File: config.mk
export PLATFORM = sky130hd
export DESIGN_NAME = load_store_unit
export DESIGN_NICKNAME = d
export VERILOG_FILES = /design/src/rtl/load_store_unit.sv
export SDC_FILE = /design/constraint.sdc
export NUM_CORES = 1
export LEC_CHECK = 0
export CORE_ASPECT_RATIO = 1.1
export CORE_UTILIZATION = 53
export CTS_BUF_LIST = sky130_fd_sc_hd__clkbuf_16
export CTS_CLUSTER_DIAMETER = 200
export DETAILED_ROUTE_END_ITERATION = 8
export PLACE_DENSITY = 0.85
export SLEW_MARGIN = 20
export SYNTH_ARGS = -nofsm -noshare
export SYNTH_HDL_FRONTEND = slang
export SYNTH_HIERARCHICAL = 1
export SYNTH_SLANG_ARGS = --single-unit
export TNS_END_PERCENT = 100
File: constraint.sdc
create_clock -name clk -period 5.6 [get_ports clk]
set_input_delay 1.12 -clock clk [delete_from_list [all_inputs] [get_ports clk]]
set_output_delay 1.12 -clock clk [all_outputs]
set_load 0.03 [all_outputs]
File: src/rtl/load_store_unit.sv
// Load/store unit between a core request port and a single-port data memory.
// Handles byte/halfword/word loads with extension and sub-word stores by read-modify-write.
module load_store_unit (
  input  logic        clk,
  input  logic        rst,
  input  logic        req_valid,
  output logic        req_ready,
  input  logic        req_we,
  input  logic [2:0]  req_funct3,
  input  logic [15:0] req_addr,
  input  logic [31:0] req_wdata,
  output logic        resp_valid,
  output logic [31:0] resp_rdata,
  output logic        resp_err,
  output logic        mem_wEn,
  output logic [15:0] mem_address,
  output logic [31:0] mem_write_data,
  input  logic [31:0] mem_read_data
);

  typedef enum logic [1:0] {
    IDLE  = 2'd0,
    READ  = 2'd1,
    WRITE = 2'd2,
    RESP  = 2'd3
  } state_e;

  localparam logic [2:0] F3_B  = 3'b000;
  localparam logic [2:0] F3_H  = 3'b001;
  localparam logic [2:0] F3_W  = 3'b010;
  localparam logic [2:0] F3_BU = 3'b100;
  localparam logic [2:0] F3_HU = 3'b101;

  function automatic logic req_illegal(input logic we, input logic [2:0] f3,
                                       input logic [1:0] lane);
    logic bad;
    bad = 1'b0;
    case (f3)
      F3_B:    bad = 1'b0;
      F3_H:    bad = lane[0];
      F3_W:    bad = (lane != 2'b00);
      F3_BU:   bad = we;
      F3_HU:   bad = we | lane[0];
      default: bad = 1'b1;
    endcase
    return bad;
  endfunction

  function automatic logic [31:0] load_extract(input logic [31:0] word, input logic [2:0] f3,
                                               input logic [1:0] lane);
    logic [7:0]  b;
    logic [15:0] h;
    logic [31:0] r;
    b = word[{lane, 3'b000} +: 8];
    h = lane[1] ? word[31:16] : word[15:0];
    case (f3)
      F3_B:    r = {{24{b[7]}}, b};
      F3_H:    r = {{16{h[15]}}, h};
      F3_W:    r = word;
      F3_BU:   r = {24'h000000, b};
      F3_HU:   r = {16'h0000, h};
      default: r = 32'h0000_0000;
    endcase
    return r;
  endfunction

  // Only the addressed lane is replaced; the rest of the sampled word is written back untouched.
  function automatic logic [31:0] store_merge(input logic [31:0] word, input logic [31:0] wdata,
                                              input logic [2:0] f3, input logic [1:0] lane);
    logic [31:0] r;
    r = word;
    case (f3)
      F3_B: r[{lane, 3'b000} +: 8] = wdata[7:0];
      F3_H: begin
        if (lane[1]) begin
          r[31:16] = wdata[15:0];
        end else begin
          r[15:0] = wdata[15:0];
        end
      end
      default: r = wdata;
    endcase
    return r;
  endfunction

  state_e      state_q, state_d;
  logic        we_q, we_d;
  logic [2:0]  funct3_q, funct3_d;
  logic [15:0] addr_q, addr_d;
  logic [31:0] wdata_q, wdata_d;

  logic        req_ready_q, req_ready_d;
  logic        resp_valid_q, resp_valid_d;
  logic        resp_err_q, resp_err_d;
  logic [31:0] resp_rdata_q, resp_rdata_d;
  logic        mem_wen_q, mem_wen_d;
  logic [15:0] mem_address_q, mem_address_d;
  logic [31:0] mem_write_data_q, mem_write_data_d;

  logic accept_s;
  logic err_s;

  assign accept_s = req_valid & (state_q == IDLE);
  assign err_s    = req_illegal(req_we, req_funct3, req_addr[1:0]);

  // State, latched request and registered outputs.
  always_ff @(posedge clk or negedge rst) begin
    if (!rst) begin
      state_q          <= IDLE;
      we_q             <= 1'b0;
      funct3_q         <= 3'b000;
      addr_q           <= 16'h0000;
      wdata_q          <= 32'h0000_0000;
      req_ready_q      <= 1'b1;
      resp_valid_q     <= 1'b0;
      resp_err_q       <= 1'b0;
      resp_rdata_q     <= 32'h0000_0000;
      mem_wen_q        <= 1'b0;
      mem_address_q    <= 16'h0000;
      mem_write_data_q <= 32'h0000_0000;
    end else begin
      state_q          <= state_d;
      we_q             <= we_d;
      funct3_q         <= funct3_d;
      addr_q           <= addr_d;
      wdata_q          <= wdata_d;
      req_ready_q      <= req_ready_d;
      resp_valid_q     <= resp_valid_d;
      resp_err_q       <= resp_err_d;
      resp_rdata_q     <= resp_rdata_d;
      mem_wen_q        <= mem_wen_d;
      mem_address_q    <= mem_address_d;
      mem_write_data_q <= mem_write_data_d;
    end
  end

  // Request capture: inputs are only looked at on acceptance.
  always_comb begin
    we_d     = we_q;
    funct3_d = funct3_q;
    addr_d   = addr_q;
    wdata_d  = wdata_q;
    if (accept_s) begin
      we_d     = req_we;
      funct3_d = req_funct3;
      addr_d   = req_addr;
      wdata_d  = req_wdata;
    end else begin
      we_d     = we_q;
      funct3_d = funct3_q;
      addr_d   = addr_q;
      wdata_d  = wdata_q;
    end
  end

  // Next-state: full-word stores skip the read, sub-word stores read first.
  always_comb begin
    state_d = state_q;
    case (state_q)
      IDLE: begin
        if (!accept_s) begin
          state_d = IDLE;
        end else if (err_s) begin
          state_d = RESP;
        end else if (req_we && (req_funct3 == F3_W)) begin
          state_d = WRITE;
        end else begin
          state_d = READ;
        end
      end
      READ: begin
        if (we_q) begin
          state_d = WRITE;
        end else begin
          state_d = RESP;
        end
      end
      WRITE:   state_d = RESP;
      RESP:    state_d = IDLE;
      default: state_d = IDLE;
    endcase
  end

  // Outputs are computed from the state being entered so they can be registered.
  always_comb begin
    req_ready_d      = (state_d == IDLE);
    mem_wen_d        = (state_d == WRITE);
    resp_valid_d     = (state_d == RESP);
    resp_err_d       = (state_d == RESP) && (state_q == IDLE);
    mem_address_d    = 16'h0000;
    mem_write_data_d = 32'h0000_0000;
    resp_rdata_d     = 32'h0000_0000;
    if ((state_d == READ) || (state_d == WRITE)) begin
      mem_address_d = {addr_d[15:2], 2'b00};
    end else begin
      mem_address_d = 16'h0000;
    end
    if ((state_d == WRITE) && (state_q == READ)) begin
      mem_write_data_d = store_merge(mem_read_data, wdata_q, funct3_q, addr_q[1:0]);
    end else if (state_d == WRITE) begin
      mem_write_data_d = wdata_d;
    end else begin
      mem_write_data_d = 32'h0000_0000;
    end
    if ((state_d == RESP) && (state_q == READ)) begin
      resp_rdata_d = load_extract(mem_read_data, funct3_q, addr_q[1:0]);
    end else begin
      resp_rdata_d = 32'h0000_0000;
    end
  end

  assign req_ready      = req_ready_q;
  assign resp_valid     = resp_valid_q;
  assign resp_err       = resp_err_q;
  assign resp_rdata     = resp_rdata_q;
  assign mem_wEn        = mem_wen_q;
  assign mem_address    = mem_address_q;
  assign mem_write_data = mem_write_data_q;

  load_store_unit_checker u_checker (
    .clk            (clk),
    .rst            (rst),
    .req_ready      (req_ready_q),
    .resp_valid     (resp_valid_q),
    .resp_err       (resp_err_q),
    .resp_rdata     (resp_rdata_q),
    .mem_wEn        (mem_wen_q),
    .mem_address    (mem_address_q),
    .mem_write_data (mem_write_data_q)
  );

endmodule

// Protocol properties of the load/store unit outputs.
module load_store_unit_checker (
  input logic        clk,
  input logic        rst,
  input logic        req_ready,
  input logic        resp_valid,
  input logic        resp_err,
  input logic [31:0] resp_rdata,
  input logic        mem_wEn,
  input logic [15:0] mem_address,
  input logic [31:0] mem_write_data
);

  a_wen_single: assert property (@(posedge clk) disable iff (!rst) mem_wEn |=> !mem_wEn);
  a_resp_single: assert property (@(posedge clk) disable iff (!rst) resp_valid |=> !resp_valid);
  a_ready_idle: assert property (@(posedge clk) disable iff (!rst)
                                 req_ready |-> (!resp_valid && !mem_wEn));
  a_err_zero: assert property (@(posedge clk) disable iff (!rst)
                               resp_err |-> (resp_valid && (resp_rdata == 32'h0000_0000)));
  a_wdata_quiet: assert property (@(posedge clk) disable iff (!rst)
                                  !mem_wEn |-> (mem_write_data == 32'h0000_0000));
  a_wen_aligned: assert property (@(posedge clk) disable iff (!rst)
                                  mem_wEn |-> (mem_address[1:0] == 2'b00));

endmodule

==> impl_metrics.yaml <==
logic_synthesis:
  ys_ff_latch: 136
  avgSynthCellArea_um2: 11.3
  synth_top_area_cell: "dfrtp_1"
  yosys-top-cells-area: "dfrtp_1, mux2_1, a21oi_1, a221o_1, mux2i_1"
  netlist_instances: 596
  netlist_area_um2: 6750
  yosys_most_used_dff: "dfrtp_1"
  synth_edf_count: 0
  ys_seq_area_frac: 0.504
  synth_top_area_share: 0.500
  async_flop_share: 1.00
  yosysWarnings: 6
  yosys.cell_types.count: 58
timing:
  hold_violations: 0
  period_share: 0.603
  fin_setup_tns_ns: 0
  skew_ns: 0.0141
  final-setup-viol-count: 0
  rsz0062_at_grt: "false"
  whs_ns: 0.472
  max_freq_mhz: 296
  min_period_ns: 3.38
  max_slew_margin: 0.441
  tightest_slew_ns: 0.827
  setup_slack_ns: 2.22
  finalMaxSlewViolations: 0
global_route:
  antenna_found_initial: 0
  grt_pass1_wl_mm: 30.8
  grt_max_degree: 59
  grt_use_total: 0.317
  grt_overflow_total: 0
  grt_pass1_vias: 5963
finish:
  final_cell_mix: "clkdlybuf4s50_1, dfrtp_1, mux2_1, a21oi_1, nand2_1"
  syn2layout_area_growth_pct: 33.7
  post-route-cell-area_um2: 9030
  nFillCells: 861
  nNetsFinal: 839
  drive_gt1_frac: 0.0781
  final_common_cell: "clkdlybuf4s50_1"
  n_antenna_cell: 0
routing:
  routed-wl-met3_mm: 2.12
  num_vias: 5815
  wl_per_cell_um: 22.0
  drt_pass1_iterations: 8
  drt_iter0_markers: 578
  met2_length_mm: 9.61
  wl_mm: 20.0
  remaining_drc_errors: 0
  maxUsedRoutingLayer: "met4"
  ant_nets: 0
  via_per_inst: 6.40
  wl_met1_mm: 7.37
clock_tree:
  hold_buffers: 0
  cts_max_path_buffers: 2
  ctsResizeCount: 0
  numCtsBuffers: 17
  h-tree-depth: 4
  cts_root_buf: "clkbuf_16"
  insertion_delay_ns: 0.43
  cts_sinks: 136
  postCtsSetupBuffers: 0
  cts_tree: "built"
  path_clk_slew_ns: 0.05
worst_setup_path:
  ff2ff_path_depth: 7
  rr_endpoint: "mem_write_data[7]"
  crit_fanout: 32
  crit_type: "in2reg"
  r2r_start: "addr_q[1]"
  start_kind: "input port"
  arrival_ns: 3.69
  end_kind: "register"
  worstPathRequired_ns: 5.91
  r2r_setup_slack_ns: 2.49
pwr:
  powerDensity_nw_per_um2: 556
  ir_drop_mv: 0.364
  p_total_mw: 5.02
  leakage_nw: 3.79
hold_path:
  holdPathEnd: "addr_q[14]"
  hold_depth: 1
  hold_start: "addr_q[14]"
  hp-class: "reg2reg"
die:
  start_util: 0.552
  die_w_um: 110
  pin_count: 171
  core-area_um2: 12200
  dieArea_um2: 13200
  die_y_um: 120
  rows: 42
place:
  hpwl_mm: 14.0
  placed_area_um2: 8420
  numPortBuffers: 168
  place_congestion: 0.909
  pre_cts_slack_ns: 1.53
status:
  status: "completed"
flow_run:
  maxCapViolations: 0
## critical path: stages
cell	delay, ns
clkdlybuf4s50_1	0.48
and2_2	0.46
nand3_1	0.13
o21ai_1	0.24
ha_1	0.31
nand3_2	0.52
a21oi_1	0.42
## cell type report
| class | instances | area (µm²) | share of cell area |
|---|---|---|---|
| Sequential cell | 136 | 3400 | 0.377 |
| Multi-Input combinational cell | 401 | 3060 | 0.339 |
| Timing Repair Buffer | 176 | 1740 | 0.193 |
| Clock buffer | 17 | 425 | 0.0471 |
| Tap cell | 154 | 193 | 0.0213 |
| Clock inverter | 15 | 169 | 0.0187 |
| Inverter | 10 | 38.8 | 0.00430 |
## worst max-delay path by stage
stage                   from              to
2_1_floorplan  req_funct3[0]   resp_rdata[0]
3_3_place_gp       req_valid  resp_rdata[18]
3_5_place_dp       req_valid  resp_rdata[19]
4_1_cts            req_valid  resp_rdata[19]
5_1_grt            req_valid  resp_rdata[19]
6_report           req_valid  resp_rdata[19]
## logic make-up (layout without fill, tap and decap cells)
group                      Yosys count  in the layout  synth area share
AOI/OAI and AO/OA                  172            172             0.196
and+or+nand+nor                    141            141             0.111
DFF                                136            136             0.504
muxes                               76             76             0.123
buffers and inverters               60            218            0.0465
adders and majority gates           10             10            0.0185
other                                1              2          0.000555
## cell usage after synthesis (all sizes together), types with 13 or more instances
cell    count
dfrtp     135
clkbuf     13
a221oi     17
nor3       19
a22oi      14
a21oi      54
mux2       57
and2       16
o21ai      14
buf        37
nand2      38
a221o      23
nor2       31
mux2i      19
## state kept, by name, summed over array words and instances, names as in the netlist
name	count
addr_q	16
funct3_q	3
mem_address	14
mem_wEn	1
mem_write_data	32
req_ready	1
resp_err	1
resp_rdata	32
resp_valid	1
state_q	2
wdata_q	32
we_q	1
## report_power, final
part           internal, mW  total, mW  switching (mW)
sequential             1.32       1.61           0.288
combinational         0.929       2.28            1.35
clock                 0.729       1.13           0.402
## metrics by stage
| stage | instances | util |
|---|---|---|
| after floorplan | 597 | - |
| after global placement | 877 | 0.687 |
| after detailed placement | 877 | 0.687 |
| after CTS | 909 | 0.736 |
| after global routing | 909 | 0.737 |
| final | 909 | 0.737 |
## routing by layer
layer  vias to the layer above  GRT usage
li1                       2523          -
met1                      2839      0.379
met2                       373      0.514
met3                        80     0.0943
met4                         0      0.162
met5                         -          0
Note: power is estimated with default switching activity, not from simulation.
